===== src/rtl/uart_tx_stream_arbiter_if.sv =====
// Stream bundle between the per-requester producers, the arbiter and the UART TX input.
// The arbiter takes the slave view; the producers/UART side take the master view.
interface uart_tx_stream_arbiter_if #(
  parameter int NUM_REQ    = 2,
  parameter int DATA_WIDTH = 8,
  parameter int LEN_WIDTH  = 8
);
  logic [NUM_REQ*DATA_WIDTH-1:0] s_tdata;
  logic [NUM_REQ-1:0]            s_tvalid;
  logic [NUM_REQ-1:0]            s_tready;
  logic [NUM_REQ*LEN_WIDTH-1:0]  s_len;
  logic [DATA_WIDTH-1:0]         m_tdata;
  logic                          m_tvalid;
  logic                          m_tready;

  modport slave (
    input  s_tdata, s_tvalid, s_len, m_tready,
    output s_tready, m_tdata, m_tvalid
  );

  modport master (
    output s_tdata, s_tvalid, s_len, m_tready,
    input  s_tready, m_tdata, m_tvalid
  );
endinterface


===== src/rtl/uart_tx_stream_arbiter.sv =====
// Frame-based round-robin arbiter sharing one UART TX byte stream between NUM_REQ producers.
// A granted requester owns the stream until its s_len+1 bytes have been handed over.
module uart_tx_stream_arbiter #(
  parameter int NUM_REQ    = 2,
  parameter int DATA_WIDTH = 8,
  parameter int LEN_WIDTH  = 8
) (
  input  logic                   aclk,
  input  logic                   areset,
  uart_tx_stream_arbiter_if.slave bus,
  output logic [NUM_REQ-1:0]     grant,
  output logic                   busy
);
  localparam int IDX_W = (NUM_REQ > 1) ? $clog2(NUM_REQ) : 1;

  typedef enum logic {
    IDLE  = 1'b0,
    BURST = 1'b1
  } state_t;

  state_t               state_reg, state_next;
  logic [NUM_REQ-1:0]   grant_reg, grant_next;
  logic [IDX_W-1:0]     idx_reg, idx_next;
  logic [IDX_W-1:0]     last_reg, last_next;
  logic [LEN_WIDTH-1:0] cnt_reg, cnt_next;

  logic                  active;
  logic                  hs;
  logic                  req_any;
  logic [IDX_W-1:0]      win_idx;
  logic [IDX_W:0]        cand;
  logic [DATA_WIDTH-1:0] data_masked [NUM_REQ];
  logic [DATA_WIDTH-1:0] data_or;
  logic [NUM_REQ-1:0]    ready_vec;

  // Outputs are forced quiet while reset is held so the UART never sees a stray byte.
  assign active = (state_reg == BURST) && !areset;

  // Round-robin search starting one past the previous owner, wrapping modulo NUM_REQ.
  always_comb begin
    req_any = 1'b0;
    win_idx = '0;
    cand    = '0;
    for (int k = 1; k <= NUM_REQ; k++) begin
      cand = {1'b0, last_reg} + (IDX_W+1)'(k);
      if (cand >= (IDX_W+1)'(NUM_REQ)) begin
        cand = cand - (IDX_W+1)'(NUM_REQ);
      end
      if (!req_any && bus.s_tvalid[cand[IDX_W-1:0]]) begin
        req_any = 1'b1;
        win_idx = cand[IDX_W-1:0];
      end
    end
  end

  genvar gi;
  generate
    for (gi = 0; gi < NUM_REQ; gi++) begin : g_req
      assign data_masked[gi] = grant_reg[gi] ? bus.s_tdata[gi*DATA_WIDTH +: DATA_WIDTH]
                                             : '0;
      assign ready_vec[gi]   = active & grant_reg[gi] & bus.m_tready;
    end
  endgenerate

  // grant_reg is one-hot, so an OR of the masked slices is the data mux.
  always_comb begin
    data_or = '0;
    for (int i = 0; i < NUM_REQ; i++) begin
      data_or = data_or | data_masked[i];
    end
  end

  assign bus.m_tdata  = active ? data_or : '0;
  assign bus.m_tvalid = active && |(bus.s_tvalid & grant_reg);
  assign bus.s_tready = ready_vec;
  assign hs           = bus.m_tvalid && bus.m_tready;
  assign grant        = grant_reg;
  assign busy         = (state_reg == BURST);

  always_comb begin
    state_next = state_reg;
    grant_next = grant_reg;
    idx_next   = idx_reg;
    last_next  = last_reg;
    cnt_next   = cnt_reg;
    case (state_reg)
      IDLE: begin
        if (req_any) begin
          state_next = BURST;
          grant_next = {{(NUM_REQ-1){1'b0}}, 1'b1} << win_idx;
          idx_next   = win_idx;
          cnt_next   = bus.s_len[win_idx*LEN_WIDTH +: LEN_WIDTH];
        end
      end
      BURST: begin
        if (hs) begin
          // cnt holds bytes remaining after this one, so zero marks the final byte.
          if (cnt_reg == '0) begin
            state_next = IDLE;
            grant_next = '0;
            last_next  = idx_reg;
          end else begin
            cnt_next = cnt_reg - 1'b1;
          end
        end
      end
      default: begin
        state_next = IDLE;
        grant_next = '0;
      end
    endcase
  end

  always_ff @(posedge aclk) begin
    if (areset) begin
      state_reg <= IDLE;
      grant_reg <= '0;
      idx_reg   <= '0;
      last_reg  <= IDX_W'(NUM_REQ - 1);
      cnt_reg   <= '0;
    end else begin
      state_reg <= state_next;
      grant_reg <= grant_next;
      idx_reg   <= idx_next;
      last_reg  <= last_next;
      cnt_reg   <= cnt_next;
    end
  end
endmodule

===== src/flat_wrapper.sv =====
// flat-port wrapper written by rule: the top's interface ports become plain ports
module uart_tx_stream_arbiter_flat 
#(
  parameter int NUM_REQ    = 2,
  parameter int DATA_WIDTH = 8,
  parameter int LEN_WIDTH  = 8
)
  (aclk, areset, grant, busy, bus_s_tdata, bus_s_tvalid, bus_s_len, bus_m_tready, bus_s_tready, bus_m_tdata, bus_m_tvalid);
  uart_tx_stream_arbiter_if #(.NUM_REQ(NUM_REQ), .DATA_WIDTH(DATA_WIDTH), .LEN_WIDTH(LEN_WIDTH)) bus_i ();
  input  logic aclk;
  input  logic areset;
  output logic [NUM_REQ-1:0] grant;
  output logic busy;
  input wire logic [$bits(bus_i.s_tdata)-1:0] bus_s_tdata;
  input wire logic [$bits(bus_i.s_tvalid)-1:0] bus_s_tvalid;
  input wire logic [$bits(bus_i.s_len)-1:0] bus_s_len;
  input wire logic [$bits(bus_i.m_tready)-1:0] bus_m_tready;
  output wire logic [$bits(bus_i.s_tready)-1:0] bus_s_tready;
  output wire logic [$bits(bus_i.m_tdata)-1:0] bus_m_tdata;
  output wire logic [$bits(bus_i.m_tvalid)-1:0] bus_m_tvalid;
  assign bus_i.s_tdata = bus_s_tdata;
  assign bus_i.s_tvalid = bus_s_tvalid;
  assign bus_i.s_len = bus_s_len;
  assign bus_i.m_tready = bus_m_tready;
  assign bus_s_tready = bus_i.s_tready;
  assign bus_m_tdata = bus_i.m_tdata;
  assign bus_m_tvalid = bus_i.m_tvalid;
  uart_tx_stream_arbiter #(.NUM_REQ(NUM_REQ), .DATA_WIDTH(DATA_WIDTH), .LEN_WIDTH(LEN_WIDTH)) u_core (.aclk(aclk), .areset(areset), .bus(bus_i), .grant(grant), .busy(busy));
endmodule

===== config.mk =====
export PLATFORM = sky130hd
export DESIGN_NAME = uart_tx_stream_arbiter_flat
export DESIGN_NICKNAME = d
export VERILOG_FILES = /design/src/rtl/uart_tx_stream_arbiter_if.sv /design/src/rtl/uart_tx_stream_arbiter.sv /design/src/flat_wrapper.sv
export SDC_FILE = /design/constraint.sdc
export NUM_CORES = 1
export LEC_CHECK = 0
export CORE_UTILIZATION = 35
export CTS_CLUSTER_DIAMETER = 60
export DETAILED_ROUTE_END_ITERATION = 6
export PLACE_DENSITY = 0.8
export SYNTH_ARGS = -nofsm -noshare
export SYNTH_HDL_FRONTEND = slang
export SYNTH_SLANG_ARGS = --single-unit
export TNS_END_PERCENT = 5

===== constraint.sdc =====
create_clock -name aclk -period 1.7 [get_ports aclk]
set_clock_uncertainty 0.15 [all_clocks]
set_input_delay 0.255 -clock aclk [delete_from_list [all_inputs] [get_ports aclk]]
set_output_delay 0.255 -clock aclk [all_outputs]
set_load 0.01 [all_outputs]

==> impl_metrics.py <==
metrics = {
    "global_route": {
        "antenna_found_initial": 0,
        "grt.overflow.total": 0,
        "grtUsageTotal_pct": 22.3,
        "grt_first_pass_wirelength_um": 4690,
        "grt_max_degree": 16,
        "grt_pass1_vias": 1118,
    },
    "route": {
        "drt-met1-wl_um": 1120,
        "avgRoutedWirePerCell_um": 14.3,
        "wl_um": 3120,
        "avgViaCountPerCell": 5.40,
        "wl_met2_um": 1600,
        "route.detailed.drc": 0,
        "wl_met3_um": 375,
        "top_layer": "met4",
        "ant_nets": 0,
        "dr.first_iter.drc_count": 14,
        "firstDrtPassIters": 4,
        "vias": 1178,
    },
    "synth": {
        "ys.flop_type": "dfxtp_1",
        "ys_async_sr_fraction_pct": 0,
        "syn_inst": 115,
        "yosys-top-cells-area": "dfxtp_1 27%, a22o_1 7.2%, mux2i_1 6.2%",
        "syn_nets": 154,
        "ys_top_cells_by_count": "13 x dfxtp_1, 9 x a21oi_1, 8 x a22o_1, 8 x nor2_1, 7 x nand2_1",
        "synth_seq_area_share_pct": 26.7,
        "synthDistinctLibCells": 44,
        "synth.most_common_cell": "dfxtp_1",
        "synth_edf_count": 0,
        "synth_warnings": 0,
        "synth_area_um2": 975,
        "yosys.area.top_type": "dfxtp_1",
        "synth-seq-cells": 13,
        "avgSynthCellArea_um2": 8.48,
        "synthDominantCellAreaShare_pct": 26.7,
    },
    "setup_path": {
        "cp_max_fo": 2,
        "slowest_delay_ns": 0.43,
        "endpoint_kind": "primary output",
        "ff2ff_path_depth": 6,
        "reg2reg_slack_ns": -0.09,
        "crit_type": "in -> out",
        "r2r_end": "u_core.cnt_reg[0]",
        "cp-start-kind": "input port",
        "path_cells": "clkdlybuf4s50_1 -> a22oi_1 -> nor3b_2 -> dlygate4sd2_1",
        "slowest_stage": "clkdlybuf4s50_1",
        "r2r_start": "u_core.cnt_reg[1]",
        "required_ns": 1.29,
        "cp.arrival_ns": 1.42,
    },
    "min_path": {
        "hold_class": "reg -> reg",
        "holdPathEnd": "u_core.last_reg",
        "holdPathStages": 2,
        "worstHoldStart": "u_core.idx_reg",
    },
    "placed_design": {
        "gp_congestion": 0.816,
        "place_worst_setup_slack_ns": -0.564,
        "port_buffers": 50,
        "hpwl_um": 2360,
        "dp.cells": 212,
    },
    "floorplanning": {
        "fp.dieH_um": 54.8,
        "start_util_pct": 38.3,
        "io_pins": 51,
        "core_area_um2": 2540,
        "rows": 18,
        "die_area_um2": 3000,
        "die_w_um": 54.8,
    },
    "timing": {
        "worst_slack_ns": -0.121,
        "period_needed_ns": 1.82,
        "max_freq_mhz": 549,
        "tightest_slew_ns": 0.353,
        "finalCritPeriodShare_pct": 107,
        "drv_slew": 0,
        "hold_viol_final": 0,
        "rsz0062_at_grt": "yes",
        "finalSetupViolCount": 5,
        "slew-limit-headroom_pct": 76.4,
    },
    "layout": {
        "final_core_util_pct": 67.0,
        "diodes": 0,
        "layout-drive-gt1-share_pct": 36.2,
        "stdcell_count": 218,
        "nets": 228,
        "largest_register_ffs": 8,
        "area_growth_pct": 75.0,
    },
    "power_and_ir_drop": {
        "irDropWorstVdd_mv": 0.329,
        "power.density_nw_per_um2": 582,
        "p_leak_uw": 0.000775,
    },
    "outcome": {
        "violations": "negative setup slack",
        "status": "finished, violations left",
    },
    "flow_run": {
        "cap_violations": 0,
    },
    "clock_tree": {
        "cts_hold_buf": 0,
        "cts_buffer_depth": 2,
        "path_clk_slew_ns": 0.09,
        "post-cts-setup-buffers": 0,
        "clock-sinks": 13,
        "cts_tree": "yes",
        "cts_root_buffer": "clkbuf_4",
        "htreeDepth": 1,
        "clkLatencyLatePin_ns": 0.28,
        "numCtsBuffers": 3,
    },
}
[cell type report]
class	instances	area [um2]
sequential	13	269
tap	30	37.5
timing repair buffer	76	656
inverter	2	7.51
multi-input combinational	93	708
fill	218	840
clock inverter	1	5.00
clock buffer	3	22.5
[per-stage QoR]
stage | hold slack [ns] | power (uW) | TNS [ns] | instance area, um2
2_1_floorplan | 0.211 | 563 | -0.00486 | 980
3_3_place_gp | 0.313 | 764 | -8.90 | 1650
3_5_place_dp | 0.323 | 777 | -9.88 | 1650
4_1_cts | 0.333 | 978 | -0.462 | 1670
5_1_grt | 0.371 | 1070 | -0.729 | 1710
6_report | 0.338 | 993 | -0.281 | 1710
[layout by cell type, fill, tap and decap left out, types with 5 or more instances in the layout]
master	count
nand2_1	7
a22o_1	8
clkdlybuf4s50_1	35
nor2_1	8
mux2i_1	5
buf_4	24
nor2b_1	5
buf_2	6
dfxtp_1	8
a21oi_1	6
[logic make-up after synthesis]
logic type	after synthesis	share of synthesized area (%)
compound gates	40	29.8
simple gates	41	25.3
xor+xnor	2	1.80
fa+ha+maj	2	2.57
buf+inv	11	7.70
flops	13	26.7
mux	6	6.16
[how the worst max path moves through the flow]
stage	start	to	slack (ns)	depth (start not counted)
floorplan	u_core.cnt_reg[1]	u_core.cnt_reg[0]	-0.005	6
global placement	areset	bus_m_tdata[7]	-0.48	4
detailed placement	areset	bus_m_tdata[7]	-0.56	4
CTS	bus_s_tvalid[1]	bus_m_tvalid	-0.12	4
global route	u_core.cnt_reg[1]	u_core.cnt_reg[0]	-0.18	6
finish	bus_s_tvalid[1]	bus_m_tvalid	-0.12	4
[routing by layer]
metal / vias up / global-route usage, %
li1: 576 / -
met1: 533 / 23.2
met2: 67 / 44.0
met3: 2 / 4.72
met4: 0 / 5.56
met5: - / 0
[critical path: cells and delay by family]
family	cells	cell delay, ns
simple gates	1	0.09
compound gates	1	0.35
buf+inv	2	0.73
[timing repair]
item                       in CTS  in global routing
cloned                          2                  0
pin swaps                       4                  6
setup endpoints to repair      22                 19
resized for setup              41                 22
[power breakdown]
| group | switching, uW | internal, uW |
|---|---|---|
| registers | 24.0 | 332 |
| clock network | 113 | 87.1 |
| logic | 180 | 258 |
| total | 317 | 676 |
Note: power is estimated with default switching activity, not from simulation.
